==> src/rtl/oled_text_renderer.sv <==
// Text renderer for a 96x64 RGB565 OLED: turns a short ASCII string into
// window-address commands plus per-glyph-row pixel bytes for the SPI transmitter.
module oled_text_renderer #(
  parameter int NCHARS = 3
) (
  input  logic                  clk,
  input  logic                  rst,
  input  logic                  req_valid,
  output logic                  req_ready,
  input  logic [8*NCHARS-1:0]   req_text,
  input  logic [6:0]            req_col,
  input  logic [5:0]            req_row,
  input  logic [15:0]           req_fg,
  input  logic [15:0]           req_bg,
  output logic [10:0]           font_addr,
  input  logic [7:0]            font_data,
  output logic                  tx_valid,
  input  logic                  tx_ready,
  output logic [7:0]            tx_data,
  output logic                  tx_dc,
  output logic                  busy,
  output logic                  done,
  output logic                  err
);

  localparam int CW = $clog2(NCHARS + 1);

  // CHECK and NEXT_CHAR are resolved in the cycle that would enter them, so
  // characters stream back to back with no bubble; the register never holds them.
  typedef enum logic [2:0] {
    IDLE, CHECK, CMD, FETCH, LATCH, PIX, NEXT_CHAR, FIN
  } state_t;

  state_t                   state_q, state_d;
  logic [NCHARS-1:0][7:0]   text_q, text_d;
  logic [7:0]               col_q, col_d;
  logic [5:0]               row_q, row_d;
  logic [15:0]              fg_q, fg_d, bg_q, bg_d;
  logic [7:0]               glyph_q, glyph_d;
  logic [CW-1:0]            chr_q, chr_d;
  logic [2:0]               grow_q, grow_d;
  logic [3:0]               bidx_q, bidx_d;
  logic [10:0]              fa_q, fa_d;
  logic                     vld_q, vld_d;
  logic [7:0]               data_q, data_d;
  logic                     dc_q, dc_d;
  logic                     done_q, done_d;
  logic                     err_q, err_d;
  logic                     rdy_q, rdy_d;
  logic                     busy_q, busy_d;

  logic                     xfer;
  logic [7:0]               cur_char;
  logic [7:0]               ncol;
  logic [3:0]               b_nx;
  logic                     more;

  function automatic logic [7:0] cmd_byte(input logic [2:0] idx, input logic [7:0] c,
                                          input logic [5:0] r);
    logic [7:0] b;
    case (idx)
      3'd0:    b = 8'h15;
      3'd1:    b = c;
      3'd2:    b = c + 8'd7;
      3'd3:    b = 8'h75;
      3'd4:    b = {2'b00, r};
      default: b = {2'b00, r} + 8'd7;
    endcase
    return b;
  endfunction

  // Byte idx of a glyph row: pixel idx[3:1], high byte first.
  function automatic logic [7:0] pix_byte(input logic [7:0] g, input logic [3:0] idx,
                                          input logic [15:0] fg, input logic [15:0] bg);
    logic [15:0] c;
    c = g[idx[3:1]] ? fg : bg;
    return idx[0] ? c[7:0] : c[15:8];
  endfunction

  always_comb begin
    cur_char = 8'h00;
    for (int k = 0; k < NCHARS; k++)
      if (chr_q == CW'(k)) cur_char = text_q[k];
  end

  assign xfer = vld_q && tx_ready;
  assign b_nx = bidx_q + 4'd1;
  assign ncol = col_q + 8'd8;
  assign more = (int'(chr_q) + 1 < NCHARS) && (ncol <= 8'd88);

  always_comb begin
    state_d = state_q;
    text_d  = text_q;
    col_d   = col_q;
    row_d   = row_q;
    fg_d    = fg_q;
    bg_d    = bg_q;
    glyph_d = glyph_q;
    chr_d   = chr_q;
    grow_d  = grow_q;
    bidx_d  = bidx_q;
    fa_d    = fa_q;
    vld_d   = vld_q;
    data_d  = data_q;
    dc_d    = dc_q;
    done_d  = 1'b0;
    err_d   = 1'b0;
    case (state_q)
      IDLE: begin
        if (req_valid && rdy_q) begin
          text_d = req_text;
          col_d  = {1'b0, req_col};
          row_d  = req_row;
          fg_d   = req_fg;
          bg_d   = req_bg;
          chr_d  = '0;
          grow_d = 3'd0;
          bidx_d = 4'd0;
          if (req_col > 7'd88 || req_row > 6'd56) begin
            state_d = FIN;
            err_d   = 1'b1;
          end else begin
            state_d = CMD;
            vld_d   = 1'b1;
            data_d  = 8'h15;
            dc_d    = 1'b0;
          end
        end
      end
      CMD: begin
        if (xfer) begin
          if (bidx_q == 4'd5) begin
            state_d = FETCH;
            vld_d   = 1'b0;
            fa_d    = {cur_char, 3'd0};
          end else begin
            bidx_d = b_nx;
            data_d = cmd_byte(b_nx[2:0], col_q, row_q);
          end
        end
      end
      FETCH: state_d = LATCH;
      LATCH: begin
        // First pixel byte comes straight off the ROM so PIX starts with data ready.
        glyph_d = font_data;
        state_d = PIX;
        vld_d   = 1'b1;
        dc_d    = 1'b1;
        bidx_d  = 4'd0;
        data_d  = pix_byte(font_data, 4'd0, fg_q, bg_q);
      end
      PIX: begin
        if (xfer) begin
          if (bidx_q == 4'd15) begin
            vld_d = 1'b0;
            if (grow_q != 3'd7) begin
              grow_d  = grow_q + 3'd1;
              state_d = FETCH;
              fa_d    = {cur_char, grow_q + 3'd1};
            end else if (more) begin
              chr_d   = chr_q + CW'(1);
              col_d   = ncol;
              grow_d  = 3'd0;
              bidx_d  = 4'd0;
              state_d = CMD;
              vld_d   = 1'b1;
              data_d  = 8'h15;
              dc_d    = 1'b0;
            end else begin
              state_d = IDLE;
              done_d  = 1'b1;
            end
          end else begin
            bidx_d = b_nx;
            data_d = pix_byte(glyph_q, b_nx, fg_q, bg_q);
          end
        end
      end
      FIN:     state_d = IDLE;
      default: state_d = IDLE;
    endcase
    rdy_d  = (state_d == IDLE);
    busy_d = (state_d != IDLE);
  end

  always_ff @(posedge clk) begin
    if (rst) begin
      state_q <= IDLE;
      text_q  <= '0;
      col_q   <= '0;
      row_q   <= '0;
      fg_q    <= '0;
      bg_q    <= '0;
      glyph_q <= '0;
      chr_q   <= '0;
      grow_q  <= '0;
      bidx_q  <= '0;
      fa_q    <= '0;
      vld_q   <= 1'b0;
      data_q  <= '0;
      dc_q    <= 1'b0;
      done_q  <= 1'b0;
      err_q   <= 1'b0;
      rdy_q   <= 1'b0;
      busy_q  <= 1'b0;
    end else begin
      state_q <= state_d;
      text_q  <= text_d;
      col_q   <= col_d;
      row_q   <= row_d;
      fg_q    <= fg_d;
      bg_q    <= bg_d;
      glyph_q <= glyph_d;
      chr_q   <= chr_d;
      grow_q  <= grow_d;
      bidx_q  <= bidx_d;
      fa_q    <= fa_d;
      vld_q   <= vld_d;
      data_q  <= data_d;
      dc_q    <= dc_d;
      done_q  <= done_d;
      err_q   <= err_d;
      rdy_q   <= rdy_d;
      busy_q  <= busy_d;
    end
  end

  assign req_ready = rdy_q;
  assign font_addr = fa_q;
  assign tx_valid  = vld_q;
  assign tx_data   = data_q;
  assign tx_dc     = dc_q;
  assign busy      = busy_q;
  assign done      = done_q;
  assign err       = err_q;

endmodule

==> config.mk <==
export PLATFORM = sky130hd
export DESIGN_NAME = oled_text_renderer
export DESIGN_NICKNAME = d
export VERILOG_FILES = /design/src/rtl/oled_text_renderer.sv
export SDC_FILE = /design/constraint.sdc
export NUM_CORES = 1
export LEC_CHECK = 0
export CAP_MARGIN = 40
export CORE_MARGIN = 2
export CORE_UTILIZATION = 53
export DETAILED_ROUTE_END_ITERATION = 16
export GPL_ROUTABILITY_DRIVEN = 1
export HOLD_SLACK_MARGIN = 0.02
export PLACE_DENSITY = 0.89
export SKIP_LAST_GASP = 1
export SLEW_MARGIN = 20
export SYNTH_ARGS = -nofsm -noshare
export SYNTH_HDL_FRONTEND = slang
export SYNTH_SLANG_ARGS = --single-unit
==> constraint.sdc <==
create_clock -name clk -period 3.7 [get_ports clk]
set_input_delay 0.74 -clock clk [delete_from_list [all_inputs] [get_ports clk]]
set_output_delay 0.74 -clock clk [all_outputs]
set_load 0.02 [all_outputs]
## Word level (Yosys, flattened, before mapping)

Cells that the tools add are included.
W data, S select, Z words.

| word-level totals | value |
|---|---|
| flip-flop bits (word level) | 115 |
| input bits | 81 |

| operators by class | value |
|---|---|
| add/sub/neg operators | 7 |
| magnitude comparators | 5 |
| equal/unequal tests | 26 |
| mux-type cells | 77 |
| bitwise gates (word level) | 5 |
| reductions and logical operators | 23 |

Operators by type and width:

| operator | count |
|---|---|
| $mux W8 | 17 |
| $mux W11 | 5 |
| $pmux W8 S5 | 1 |
| $mux W3 | 11 |
| $mux W16 | 2 |
| $pmux W8 S4 | 1 |
| $mux W4 | 7 |
| $pmux W11 S2 | 1 |
| $reduce_and A7 Y1 | 3 |
| $ne A2 B2 Y1 const B | 10 |
| $mux W1 | 17 |
| $pmux W4 S4 | 1 |
| $pmux W8 S2 | 1 |
| $pmux W3 S5 | 1 |
| $mux W2 | 7 |
| $eq A3 B2 Y1 const B | 4 |
| $ne A3 B3 Y1 const B | 4 |
| $reduce_and A6 Y1 | 2 |
| $eq A3 B3 Y1 const B | 3 |
| $logic_not A3 Y1 | 3 |
| $add A8 B3 Y8 const B | 1 |
| $add A8 B4 Y8 const B | 1 |
| $le A8 B7 Y1 const B | 1 |
| $reduce_and A8 Y1 | 1 |
| 30 further kinds | 38 |

## Depth between registers and ports, before layout

| logic depth | value |
|---|---|
| word-level depth | 9 |
| mapped depth | 10 |
| mapped depth without buffers | 9 |

## Least setup slack after synthesis

OpenSTA, ideal clock, no wires.

| timing | value |
|---|---|
| path kind | reg2reg |
| from | reg bidx_q[0] |
| to | reg data_q[7] (netlist: tx_data[7]) |
| setup time | 130 ps |
| data arrival time | 2453 ps |
| required time | 3570 ps |
| setup slack | 1117 ps |
| cell stages (with the launch flop) | 10 |
| path buffers | 1 |
| cells stage by stage | dfxtp_1 > clkinv_1 > ha_1 > buf_1 > mux2i_1 > mux2i_2 > mux2_4 > mux2i_1 > a221oi_1 > o31ai_1 |

| between the ends | value |
|---|---|
| longest elaborated chain between the ends | 8 |
| elaborated cells between the ends (all ways) | 22 |
| those cells by class | add/sub: 1; eq/ne: 9; mux: 10; reduce/logical: 2 |

Ends and longest elaborated chain:

| what | RTL line | source |
|---|---|---|
| from (decl) | 42 | `logic [3:0] bidx_q, bidx_d;` |
| from (signal assigned) | 216 | `bidx_q <= bidx_d;` |
| $add A4 B1 Y4 | 87 | `assign b_nx = bidx_q + 4'd1;` |
| $bmux W1 S3 | 76 | `c = g[idx[3:1]] ? fg : bg;` |
| $mux W1 (not written as such) | 76 |  |
| $mux W16 | 76 |  |
| $mux W8 | 77 | `return idx[0] ? c[7:0] : c[15:8];` |
| $mux W8 | 154 | `if (bidx_q == 4'd15) begin` |
| $mux W8 | 153 | `if (xfer) begin` |
| $pmux W8 S4 | 108 | `case (state_q)` |
| to (signal assigned) | 219 | `data_q <= data_d;` |
| to (decl) | 45 | `logic [7:0] data_q, data_d;` |

Parallel ways exist; a longest one is shown, timed or not. The select of a mux whose other input is x is not followed.
A chain may end at the register's enable or synchronous reset.

## Final worst setup path

| timing | value |
|---|---|
| from | reg bidx_q[0] |
| to | reg data_q[4] (netlist: tx_data[4]) |

The elaborated chain is that of the path after synthesis.

==> impl_metrics.py <==
metrics = {
    "run_status": {
        "status": "finished, final reports clean",
    },
    "layout": {
        "antenna_cells": 0,
        "mostFrequentLayoutCells": "nand2_1, a21oi_1, dfxtp_1",
        "final_area_um2": 7550,
        "finalNetCount": 970,
        "final_common_cell": "nand2_1",
        "drive_above_1_share_pct": 6.77,
        "syn2layout_area_growth_pct": 28.1,
        "fillCellCount": 871,
    },
    "worst_setup_path": {
        "critPathRequiredTime_ns": 4.07,
        "crit_type": "reg -> reg",
        "max_stage_delay_ns": 0.61,
        "crit_path_top_delay_cell": "a21oi_1",
        "cp_max_fo": 12,
        "crit_top_cell": "a21oi_1",
        "path_cells": "clkinv_1 > ha_1 > or3_1 > a21oi_1 > nand2_1 > a21oi_1 > o32ai_1 > nor2_1 > a211oi_1",
        "worstSetupStartpointType": "flop",
        "crit_path_end_kind": "flop",
        "cp.arrival_ns": 3.20,
    },
    "floorplanning": {
        "num_rows": 38,
        "core_region_area_um2": 10800,
        "fp.dieArea_um2": 12000,
        "ioPinCount": 106,
        "die_x_um": 109,
        "die_h_um": 109,
        "start_util_pct": 54.4,
    },
    "global_routing": {
        "grt-ovfl-total": 0,
        "antenna_found_initial": 0,
        "grt_pass1_wl_um": 26500,
        "grt_usage_pct": 28.3,
        "first_global_vias": 5508,
        "grt_max_degree": 70,
    },
    "power_and_ir_drop": {
        "power_density_nw_per_um2": 459,
        "ir_drop_v": 0.000319,
        "leakagePower_nw": 2.70,
    },
    "clock_tree": {
        "cts_tree": "built",
        "cts_buffer_depth": 2,
        "clkLatencyLatePin_ns": 0.53,
        "clockRootBuffer": "clkbuf_8",
        "h-tree-depth": 4,
        "cts.clk_slew.worst_paths_ns": 0.06,
        "post-cts-setup-buffers": 0,
        "cts_resized": 0,
        "hold_buffers": 0,
        "cts_num_sinks": 115,
        "cts_made_buffers": 17,
    },
    "timing": {
        "setup_violations": 0,
        "finalClockSkew_ns": 0.00878,
        "fin_crit_ns": 2.82,
        "drv_slew": 0,
        "grt_setup_unrepaired": "false",
        "hold_violations": 0,
        "tightest_slew_ns": 0.879,
        "timing.fmax_mhz": 354,
        "period_share_pct": 76.3,
        "fin_tns_setup_ns": 0,
        "slew_headroom_pct": 39.9,
    },
    "logic_synthesis": {
        "synth_area_um2": 5890,
        "synth_top_area_cell": "dfxtp_1",
        "ys_ff_latch": 115,
        "syn_nets": 892,
        "syn_area_per_cell_um2": 7.41,
        "yosysTopAreaCellShare_pct": 39.1,
        "synth_edf_count": 0,
        "synth_cell_type_count": 62,
        "synthCells": 795,
        "yosysWarnings": 0,
        "synth_area_leaders": "dfxtp_1, nand2_1, a21oi_1",
        "synth-seq-area-share_pct": 39.1,
        "ys_dominant_reg_cell": "dfxtp_1",
        "async_flop_share_pct": 0,
    },
    "place": {
        "gp_congestion": 0.978,
        "portBuffers": 105,
        "post_dp_cell_area_um2": 6990,
        "hpwl_um": 11200,
    },
    "routing": {
        "drt-pass1-iter-count": 5,
        "avgRoutedWirePerCell_um": 16.1,
        "drcViolationCount": 0,
        "drt-total-wl_um": 16500,
        "drtIter0Drc": 540,
        "antenna_left": 0,
        "via_count": 5954,
        "avgViaCountPerCell": 5.80,
    },
    "flow_run": {
        "drv_cap": 0,
    },
    "worst_hold_path": {
        "min_path_type": "reg -> reg",
    },
}
[worst paths after layout]
path	startpoint	endpoint	slack, ns	cells after the start
setup / recovery	bidx_q[0]	tx_data[4]	0.88	9
hold / removal	text_q[3]	text_q[3]	0.46	2
setup reg to reg	bidx_q[0]	tx_data[4]	0.88	9
hold reg to reg	text_q[3]	text_q[3]	0.46	2
[where the power goes]
| part | internal (W) | switching, W |
|---|---|---|
| clock | 0.000918 | 0.000616 |
| combinational | 0.000236 | 0.000300 |
| sequential | 0.00132 | 0.0000753 |
| total | 0.00247 | 0.000992 |
[per-stage QoR]
stage | hold WS [ns] | total power [W] | util [%] | worst slack, ns | instances
6_report | 0.455 | 0.00346 | 69.6 | 0.875 | 1026
5_1_grt | 0.473 | 0.00360 | 69.6 | 0.668 | 1026
4_1_cts | 0.455 | 0.00346 | 69.6 | 0.927 | 1025
3_5_place_dp | 0.447 | 0.00194 | 64.4 | 0.652 | 993
3_3_place_gp | 0.437 | 0.00193 | 64.4 | 0.718 | 993
2_1_floorplan | 0.436 | 0.00172 | - | 1.12 | 795
[logic make-up after synthesis]
group | after synthesis | synth area share [%]
simple gates | 340 | 24.8
flops | 115 | 39.1
mux | 35 | 6.37
buf+inv | 68 | 4.52
fa+ha+maj | 16 | 3.40
compound gates | 213 | 20.6
xor+xnor | 8 | 1.32
[layout make-up]
class                      count  area [um^2]  share of cell area, %
clock buffer                  19          432                   5.72
timing repair buffer         116         1140                   15.1
clock inverter                13          126                   1.67
inverter                      11         41.3                  0.547
multi-input combinational    612         3330                   44.1
sequential                   115         2300                   30.5
tap                          140          175                   2.32
[registers in the layout (all words and copies together), names as in the netlist, 4 cells and up]
name       count
text_q        24
bg_q          16
fg_q          16
font_addr     11
col_q          8
glyph_q        8
tx_data        8
row_q          6
bidx_q         4
[metal layers]
metal | share of wire [%] | GRT usage (%) | vias up
li1 | - | - | 2902
met1 | 42 | 37.5 | 2746
met2 | 47 | 45.5 | 264
met3 | 9.1 | 6.88 | 42
met4 | 2.0 | 9.13 | 0
met5 | 0 | 0 | -
[critical path, delay by kind of cell, from the launching register on]
| family | cells | cell delay, ns |
|---|---|---|
| fa+ha+maj | 1 | 0.45 |
| buf+inv | 1 | 0.28 |
| compound gates | 4 | 0.95 |
| flops | 1 | 0.34 |
| simple gates | 3 | 0.64 |
[synth_stat cells (2+ instances only)]
library cell and number:
nor4b_1 2, nor2_1 47, xnor2_1 3, a221oi_1 4, dfxtp_1 115, o31ai_1 5, a22oi_1 3, a2111oi_0 2
nand3b_1 6, o22ai_1 4, nand2b_1 5, xor2_1 4, and2_1 2, nor3_1 8, nand3_1 21, a21o_1 2
buf_2 8, nand2_1 220, or4_1 2, a31oi_1 8, a211oi_1 5, nor2b_1 3, mux2i_1 29, o211ai_1 5
inv_1 10, or3_1 3, o21ai_1 2, nor3b_1 4, nor4_1 2, or2_2 2, a31o_2 2, nand4_1 4
clkbuf_1 46, buf_1 2, and3_1 3, a21oi_1 134, mux2_2 3, ha_1 16, o21ai_0 26
Note: power is estimated with default switching activity, not from simulation.
